**config.mk**
```make
export PLATFORM = sky130hd
export DESIGN_NAME = ucsbece154a_memarb
export DESIGN_NICKNAME = d
export VERILOG_FILES = /design/src/rtl/ucsbece154a_memarb.sv
export SDC_FILE = /design/constraint.sdc
export NUM_CORES = 1
export LEC_CHECK = 0
export CAP_MARGIN = 40
export CELL_PAD_IN_SITES_DETAIL_PLACEMENT = 0
export CELL_PAD_IN_SITES_GLOBAL_PLACEMENT = 1
export CORE_ASPECT_RATIO = 1.2
export CORE_MARGIN = 8
export CORE_UTILIZATION = 30
export CTS_CLUSTER_SIZE = 8
export DETAILED_ROUTE_END_ITERATION = 6
export GPL_TIMING_DRIVEN = 0
export PLACE_DENSITY = 0.79
export RECOVER_POWER = 100
export SYNTH_ARGS = -nofsm -noshare
export SYNTH_HDL_FRONTEND = slang
export SYNTH_SLANG_ARGS = --single-unit
```
**constraint.sdc**
```tcl
create_clock -name clk -period 11.36 [get_ports clk]
set_input_delay 2.84 -clock clk [delete_from_list [all_inputs] [get_ports clk]]
set_output_delay 2.84 -clock clk [all_outputs]
set_load 0.01 [all_outputs]
```
**src/rtl/ucsbece154a_memarb.sv**
```systemverilog
// rtl/ucsbece154a_memarb.sv - two-requester arbiter and access sequencer for a single-ported unified memory
//
// Serialises instruction-fetch and load/store requests onto one memory port.
// Each access runs IDLE -> BUSY (1 + WAIT_CYCLES cycles) -> DONE. Read data is
// captured on the last BUSY cycle, and the owner's done pulse is high for the
// single DONE cycle. Misaligned accesses report err_o with done, and
// misaligned stores never assert the write enable.
//
// Ports:
//   clk, reset                      clock, asynchronous active-high reset
//   if_req_i, if_a_i                fetch request and byte address
//   if_done_o, if_rd_o              fetch done pulse and fetched word
//   d_req_i, d_we_i, d_a_i, d_wd_i  data request, store flag, address, store data
//   d_done_o, d_rd_o                data done pulse and load word
//   err_o                           misaligned flag, valid with done
//   mem_a_o, mem_we_o, mem_wd_o     memory address, write enable, write data
//   mem_rd_i                        combinational memory read data
module ucsbece154a_memarb #(
    parameter int WAIT_CYCLES = 0,
    parameter int CNT_W       = 4
) (
    input  logic        clk,
    input  logic        reset,
    input  logic        if_req_i,
    input  logic [31:0] if_a_i,
    output logic        if_done_o,
    output logic [31:0] if_rd_o,
    input  logic        d_req_i,
    input  logic        d_we_i,
    input  logic [31:0] d_a_i,
    input  logic [31:0] d_wd_i,
    output logic        d_done_o,
    output logic [31:0] d_rd_o,
    output logic        err_o,
    output logic [31:0] mem_a_o,
    output logic        mem_we_o,
    output logic [31:0] mem_wd_o,
    input  logic [31:0] mem_rd_i
);

    typedef enum logic [1:0] {
        IDLE = 2'd0,
        BUSY = 2'd1,
        DONE = 2'd2
    } state_t;

    // Requester encoding used by owner and last: 0 = fetch, 1 = data.
    localparam logic REQ_IF = 1'b0;
    localparam logic REQ_D  = 1'b1;

    state_t           state;
    state_t           state_next;
    logic             last;
    logic             owner;
    logic             we_l;
    logic             mis;
    logic [CNT_W-1:0] cnt;
    logic             grant_if;
    logic             grant_d;
    logic             cnt_zero;

    assign cnt_zero = (cnt == '0);

    // Grant decode: on contention the requester that did not win last time
    // gets the port, so fetch and data alternate while both stay asserted.
    always_comb begin
        grant_if = 1'b0;
        grant_d  = 1'b0;
        if (state == IDLE) begin
            if (if_req_i && d_req_i) begin
                if (last == REQ_D) begin
                    grant_if = 1'b1;
                end else begin
                    grant_d = 1'b1;
                end
            end else if (if_req_i) begin
                grant_if = 1'b1;
            end else if (d_req_i) begin
                grant_d = 1'b1;
            end
        end
    end

    always_comb begin
        state_next = state;
        case (state)
            IDLE:    if (grant_if || grant_d) state_next = BUSY;
            BUSY:    if (cnt_zero) state_next = DONE;
            DONE:    state_next = IDLE;
            default: state_next = IDLE;
        endcase
    end

    // Decoded from state so that an asynchronous reset drops a pending write
    // at once; the single write edge lands on the last BUSY cycle.
    assign mem_we_o = (state == BUSY) && cnt_zero && we_l && !mis;

    always_ff @(posedge clk or posedge reset) begin
        if (reset) begin
            state <= IDLE;
        end else begin
            state <= state_next;
        end
    end

    always_ff @(posedge clk or posedge reset) begin
        if (reset) begin
            last      <= REQ_D;
            owner     <= REQ_IF;
            we_l      <= 1'b0;
            mis       <= 1'b0;
            cnt       <= '0;
            mem_a_o   <= 32'h0;
            mem_wd_o  <= 32'h0;
            if_rd_o   <= 32'h0;
            d_rd_o    <= 32'h0;
            if_done_o <= 1'b0;
            d_done_o  <= 1'b0;
            err_o     <= 1'b0;
        end else begin
            // Done and error are pulses: only the BUSY->DONE edge raises them.
            if_done_o <= 1'b0;
            d_done_o  <= 1'b0;
            err_o     <= 1'b0;
            case (state)
                IDLE: begin
                    if (grant_if) begin
                        owner   <= REQ_IF;
                        last    <= REQ_IF;
                        mem_a_o <= {if_a_i[31:2], 2'b00};
                        we_l    <= 1'b0;
                        mis     <= |if_a_i[1:0];
                        cnt     <= CNT_W'(WAIT_CYCLES);
                    end else if (grant_d) begin
                        owner    <= REQ_D;
                        last     <= REQ_D;
                        mem_a_o  <= {d_a_i[31:2], 2'b00};
                        mem_wd_o <= d_wd_i;
                        we_l     <= d_we_i;
                        mis      <= |d_a_i[1:0];
                        cnt      <= CNT_W'(WAIT_CYCLES);
                    end
                end
                BUSY: begin
                    if (!cnt_zero) begin
                        cnt <= cnt - CNT_W'(1);
                    end else begin
                        err_o <= mis;
                        if (owner == REQ_D) begin
                            d_rd_o   <= mem_rd_i;
                            d_done_o <= 1'b1;
                        end else begin
                            if_rd_o   <= mem_rd_i;
                            if_done_o <= 1'b1;
                        end
                    end
                end
                default: begin
                end
            endcase
        end
    end

endmodule

```
---- Yosys cells after proc, flatten, opt, wreduce, memory -nomap -nowiden ----
Index checks and enable logic that the tools add are counted.
cells by class
  equality and inequality tests ........... 5
  $add $sub $neg .......................... 1
  reduce and logical (&&, ||, !) cells .... 18
  mux-type cells .......................... 32
  bitwise logic cells ..................... 2
operator list
  operator                                                             number
  32-bit two-way mux                                                   2
  1-bit two-way mux                                                    23
  4-bit two-way mux                                                    3
  3-bit AND reduction                                                  4
  4-bit one-hot mux with 2 select lines                                1
  1-bit logical AND                                                    4
  4-bit logical NOT                                                    1
  2-bit two-way mux                                                    2
  2-bit != test (second input constant)                                2
  2-bit one-hot mux with 2 select lines                                1
  2-bit AND reduction                                                  2
  2-bit nonzero test                                                   2
  2-bit OR reduction                                                   2
  4-bit by 1-bit subtractor with 4-bit output (second input constant)  1
  3-bit != test (second input constant)                                1
  2-bit by 1-bit == test with 1-bit output (second input constant)     1
  2-bit logical NOT                                                    1
  2-bit by 1-bit != test with 1-bit output (second input constant)     1
  1-bit NOT                                                            2
  1-bit logical NOT                                                    1
  1-bit logical OR                                                     1
storage, ports and cells
  output and inout port bits .............. 132
  register bits after elaboration ......... 141
  word-level logic and storage cells ...... 71
  input port bits ......................... 133

---- Logic depth before layout (Yosys ltp) ----
  depth after elaboration ................. 7
  depth in mapped cells ................... 7
  mapped depth without buffers ............ 6

---- Worst setup path after synthesis ----
OpenSTA, ideal clock, no wires.
  path type ............................... reg-to-output
  start point ............................. reg cnt[0]
  end point ............................... out mem_we_o
  path slack .............................. 7.380 ns
  cell stages (with the launch flop) ...... 6
  data arrival time ....................... 1.140 ns
  required time ........................... 8.520 ns
  buffers on the path ..................... 0
  cells stage by stage .................... dfrtp_1 > inv_1 > ha_1 > nand2b_4 > nor3_1 > and3b_1
between the ends
  word-level cells in the longest chain between the ends .. 4
ends and longest elaborated chain
  what                             line  text
  start: declaration               57    logic [CNT_W-1:0] cnt;
  start signal: assignment         133   cnt <= CNT_W'(WAIT_CYCLES);
  start signal: assignment         141   cnt <= CNT_W'(WAIT_CYCLES);
  start signal: assignment         146   cnt <= cnt - CNT_W'(1);
  4-bit logical NOT                62    assign cnt_zero = (cnt == '0);
  1-bit logical AND (3 in series)  96    assign mem_we_o = (state == BUSY) && cnt_zero && we_l && !mis;
  end: declaration                 36    output logic mem_we_o,
Every way passes these cells.

---- Worst setup path after layout ----
Same ends and word-level chain as after synthesis.

==> out/summary.txt <==
RUN STATUS
---------------------------------------------------------------------------------------
Outcome                                                                    finished with violations
Violations in the final reports                                            max-capacitance violations, max-slew violations

GLOBAL ROUTE
---------------------------------------------------------------------------------------
Initial antenna violation count                                                       1
Total congestion overflow                                                             0
Largest net degree at the start of global routing                                    78
Number of global-route vias before repair                                          5167
Overall fraction of global-route tracks in use                                    14.8%
Global-route wire length before repair                                          27.9 mm

DRT
---------------------------------------------------------------------------------------
Routed wire per std cell                                                        17.8 um
DR pass1 iterations                                                                   4
Vias                                                                               4664
Number of violations reported at the end of detailed-routing iteration 0            221
# DRC                                                                                 0
Vias/cell                                                                          4.72
Post-route ant nets                                                                   0
Routed wire length                                                              17.6 mm

SETUP PATH
---------------------------------------------------------------------------------------
Ordered cell list for the critical path                                    inv_1 > ha_1 > nand2b_1 > nor3_1 > and3b_1 > dlygate4sd3_1
Worst setup slack for register-to-register paths                                8.49 ns
Buffering stage count on the worst path with inverters included                       2
Arrival time at the worst endpoint                                              2.25 ns
Critical path class                                                             reg2out
Worst setup EP type                                                         output port
CP max FO                                                                             4
Crit path max-delay cell type                                              dlygate4sd3_1
Startpoint Class                                                               register
Data required time at the worst endpoint                                        8.52 ns
Crit path largest cell delay                                                    0.63 ns
Cell type group with the largest total delay on the critical path          buffers and inverters

STA
---------------------------------------------------------------------------------------
Min Tclk post-route                                                             5.09 ns
Number of hold violations in the final report                                         0
Unrepaired setup endpoints after global routing                                      no
Max-slew violation count                                                             70
Worst Max-Slew Pin Slew                                                         2.77 ns
Worst clock skew                                                              0.0136 ns
Setup tns final                                                                    0 ns
Max Fclk                                                                        197 MHz
Period utilisation layout                                                         44.8%
Tightest slew margin relative to the limit                                       -86.0%
Final setup violating endpoints                                                       0
Min Hold Slack                                                                 0.476 ns

FINISH
---------------------------------------------------------------------------------------
Relative area change from synthesis to final layout                               60.7%
Most frequent standard cell in the layout excluding fill and tap cells     dlygate4sd3_1
Layout cell share with drive strength beyond 1                                    9.71%
Final net count                                                                     853
Utilization of the core after routing                                             49.3%
Top library cells by usage in the layout, fill and taps aside              164 x dlygate4sd3_1, 138 x dfrtp_1, 97 x clkdlybuf4s50_1
Final instance area                                                            9290 um2

LOGIC SYNTHESIS
---------------------------------------------------------------------------------------
Area share of xor/xnor cells in the synthesized design                               0%
Multiplexer area fraction after synthesis                                         19.1%
Adder-cell area share of the yosys netlist                                       0.433%
Dominant synthesized flop cell                                                  dfrtp_1
Synth Instances                                                                     436
Unique cell type count in the Yosys netlist                                          40
Flops & latches, synth                                                              139
Share of synthesized cell area in and, or, nand and nor gates                     6.41%
FFs w/ async S/R, synth                                                            100%
Number of flops mapped to enable cells by yosys                                       0
Synth Warn #                                                                          0
Largest family of logic cells by synthesized area                          multiplexers
Seq/Total Area, Yosys                                                             60.2%
Compound-gate portion of the synthesized area                                     8.38%
Syn_area_per_cell                                                              13.3 um2
Synthesized cell area                                                          5780 um2

PLACED DESIGN
---------------------------------------------------------------------------------------
Routability Congestion                                                            0.806
Count of input and output buffers                                                   261
Post-Place Cell Area                                                           8750 um2
Post-DP HPWL                                                                    13.7 mm

CLOCKING
---------------------------------------------------------------------------------------
Post-CTS resize count                                                                 0
Root Buffer Master                                                            clkbuf_16
Number of buffers on the longest clock path                                           2
Post-CTS Setup Repair Bufs                                                            0
Num CTS Buffers                                                                      17
Latest clock arrival within the worst-skew pair                                 0.41 ns
CTS tree                                                                          built
H-tree depth                                                                          4
Clock slew at the register clock pins of the worst setup and hold paths         0.06 ns
Hold buffer count at cts                                                              0
TritonCTS sink count                                                                139

FLOORPLAN
---------------------------------------------------------------------------------------
Core Area                                                                     18900 um2
DIE AREA                                                                      24000 um2
Number of cell rows                                                                  55
Io pins                                                                             265
Die outline width                                                                143 um
Die extent in y                                                                  168 um
Effective utilization at floorplan                                                30.7%

PWR
---------------------------------------------------------------------------------------
Leakage power summed over all cells                                          0.00391 uW
Power per unit of standard cell area                                         266 nW/um2
Worst vdd ir                                                                     108 uV

WORST HOLD PATH
---------------------------------------------------------------------------------------
Worst Hold Class                                                                reg2reg

JOB
---------------------------------------------------------------------------------------
Max cap viols                                                                         2

==> state kept, by name, summed over array words and instances (netlist names), 2 cells and up <==
| register | cells |
|---|---|
| mem_a_o | 30 |
| d_rd_o | 32 |
| cnt | 4 |
| state | 2 |
| mem_wd_o | 32 |
| if_rd_o | 32 |
==> layer usage <==
layer / vias up / GRT usage [%] / routed length [um]
met5: - / 0 / 0
met4: 0 / 5.28 / 276
met3: 17 / 5.32 / 1400
met2: 187 / 25.7 / 9070
met1: 2310 / 16.3 / 6880
li1: 2150 / - / -
==> final cells by class <==
type | instances | area, um2
Clock buffer | 21 | 470
Timing Repair Buffer | 262 | 2640
Antenna cell | 1 | 2.50
Fill cell | 1728 | 9560
Multi-Input combinational cell | 228 | 1970
Sequential cell | 139 | 3480
Tap cell | 256 | 320
Buffer | 34 | 168
Inverter | 36 | 136
Clock inverter | 11 | 108
==> worst paths after layout <==
check                         endpoint         from  cells after the start
max                           mem_we_o       cnt[0]                      6
min                        if_rd_o[10]  if_rd_o[10]                      1
max reg2reg                if_rd_o[26]       cnt[0]                      6
min reg2reg                if_rd_o[10]  if_rd_o[10]                      1
max in group asynchronous   d_rd_o[27]        reset                      2
min in group asynchronous   d_rd_o[18]        reset                      2
==> cells by family (layout without fill, tap and decap cells) <==
kind of cell               after synthesis  in the layout
and+or+nand+nor                         56             56
adders and majority gates                2              2
AOI/OAI and AO/OA                       70             70
DFF                                    139            139
muxes                                   98             98
buffers and inverters                   70            364
other                                    1              3
==> power by group <==
group          switching, uW  internal [uW]  total (uW)  leakage, uW
Combinational            499            568        1070      0.00197
Sequential               121            750         871      0.00165
Clock                    216            321         538     0.000281
==> stage by stage <==
stage | power, uW | worst slack, ns | cells
4_1_cts | 2630 | 6.29 | 987
3_5_place_dp | 2080 | 6.73 | 955
5_1_grt | 2640 | 5.94 | 988
3_3_place_gp | 2050 | 2.94 | 954
6_report | 2480 | 6.27 | 988
2_1_floorplan | 1390 | 4.80 | 437
==> synthesized netlist by cell type, types with 4 or more instances <==
master / number / area share (%)
nor2_1: 4 / 0.26
clkbuf_1: 22 / 1.4
o21ai_0: 32 / 2.8
buf_4: 5 / 0.65
inv_1: 35 / 2.3
nand4_1: 33 / 3.6
mux2_1: 71 / 14
o311ai_0: 20 / 3.0
o311ai_1: 10 / 1.5
dfrtp_1: 138 / 60
mux2_2: 26 / 5.1
buf_6: 4 / 0.78
(Power assumes the default switching activity.)
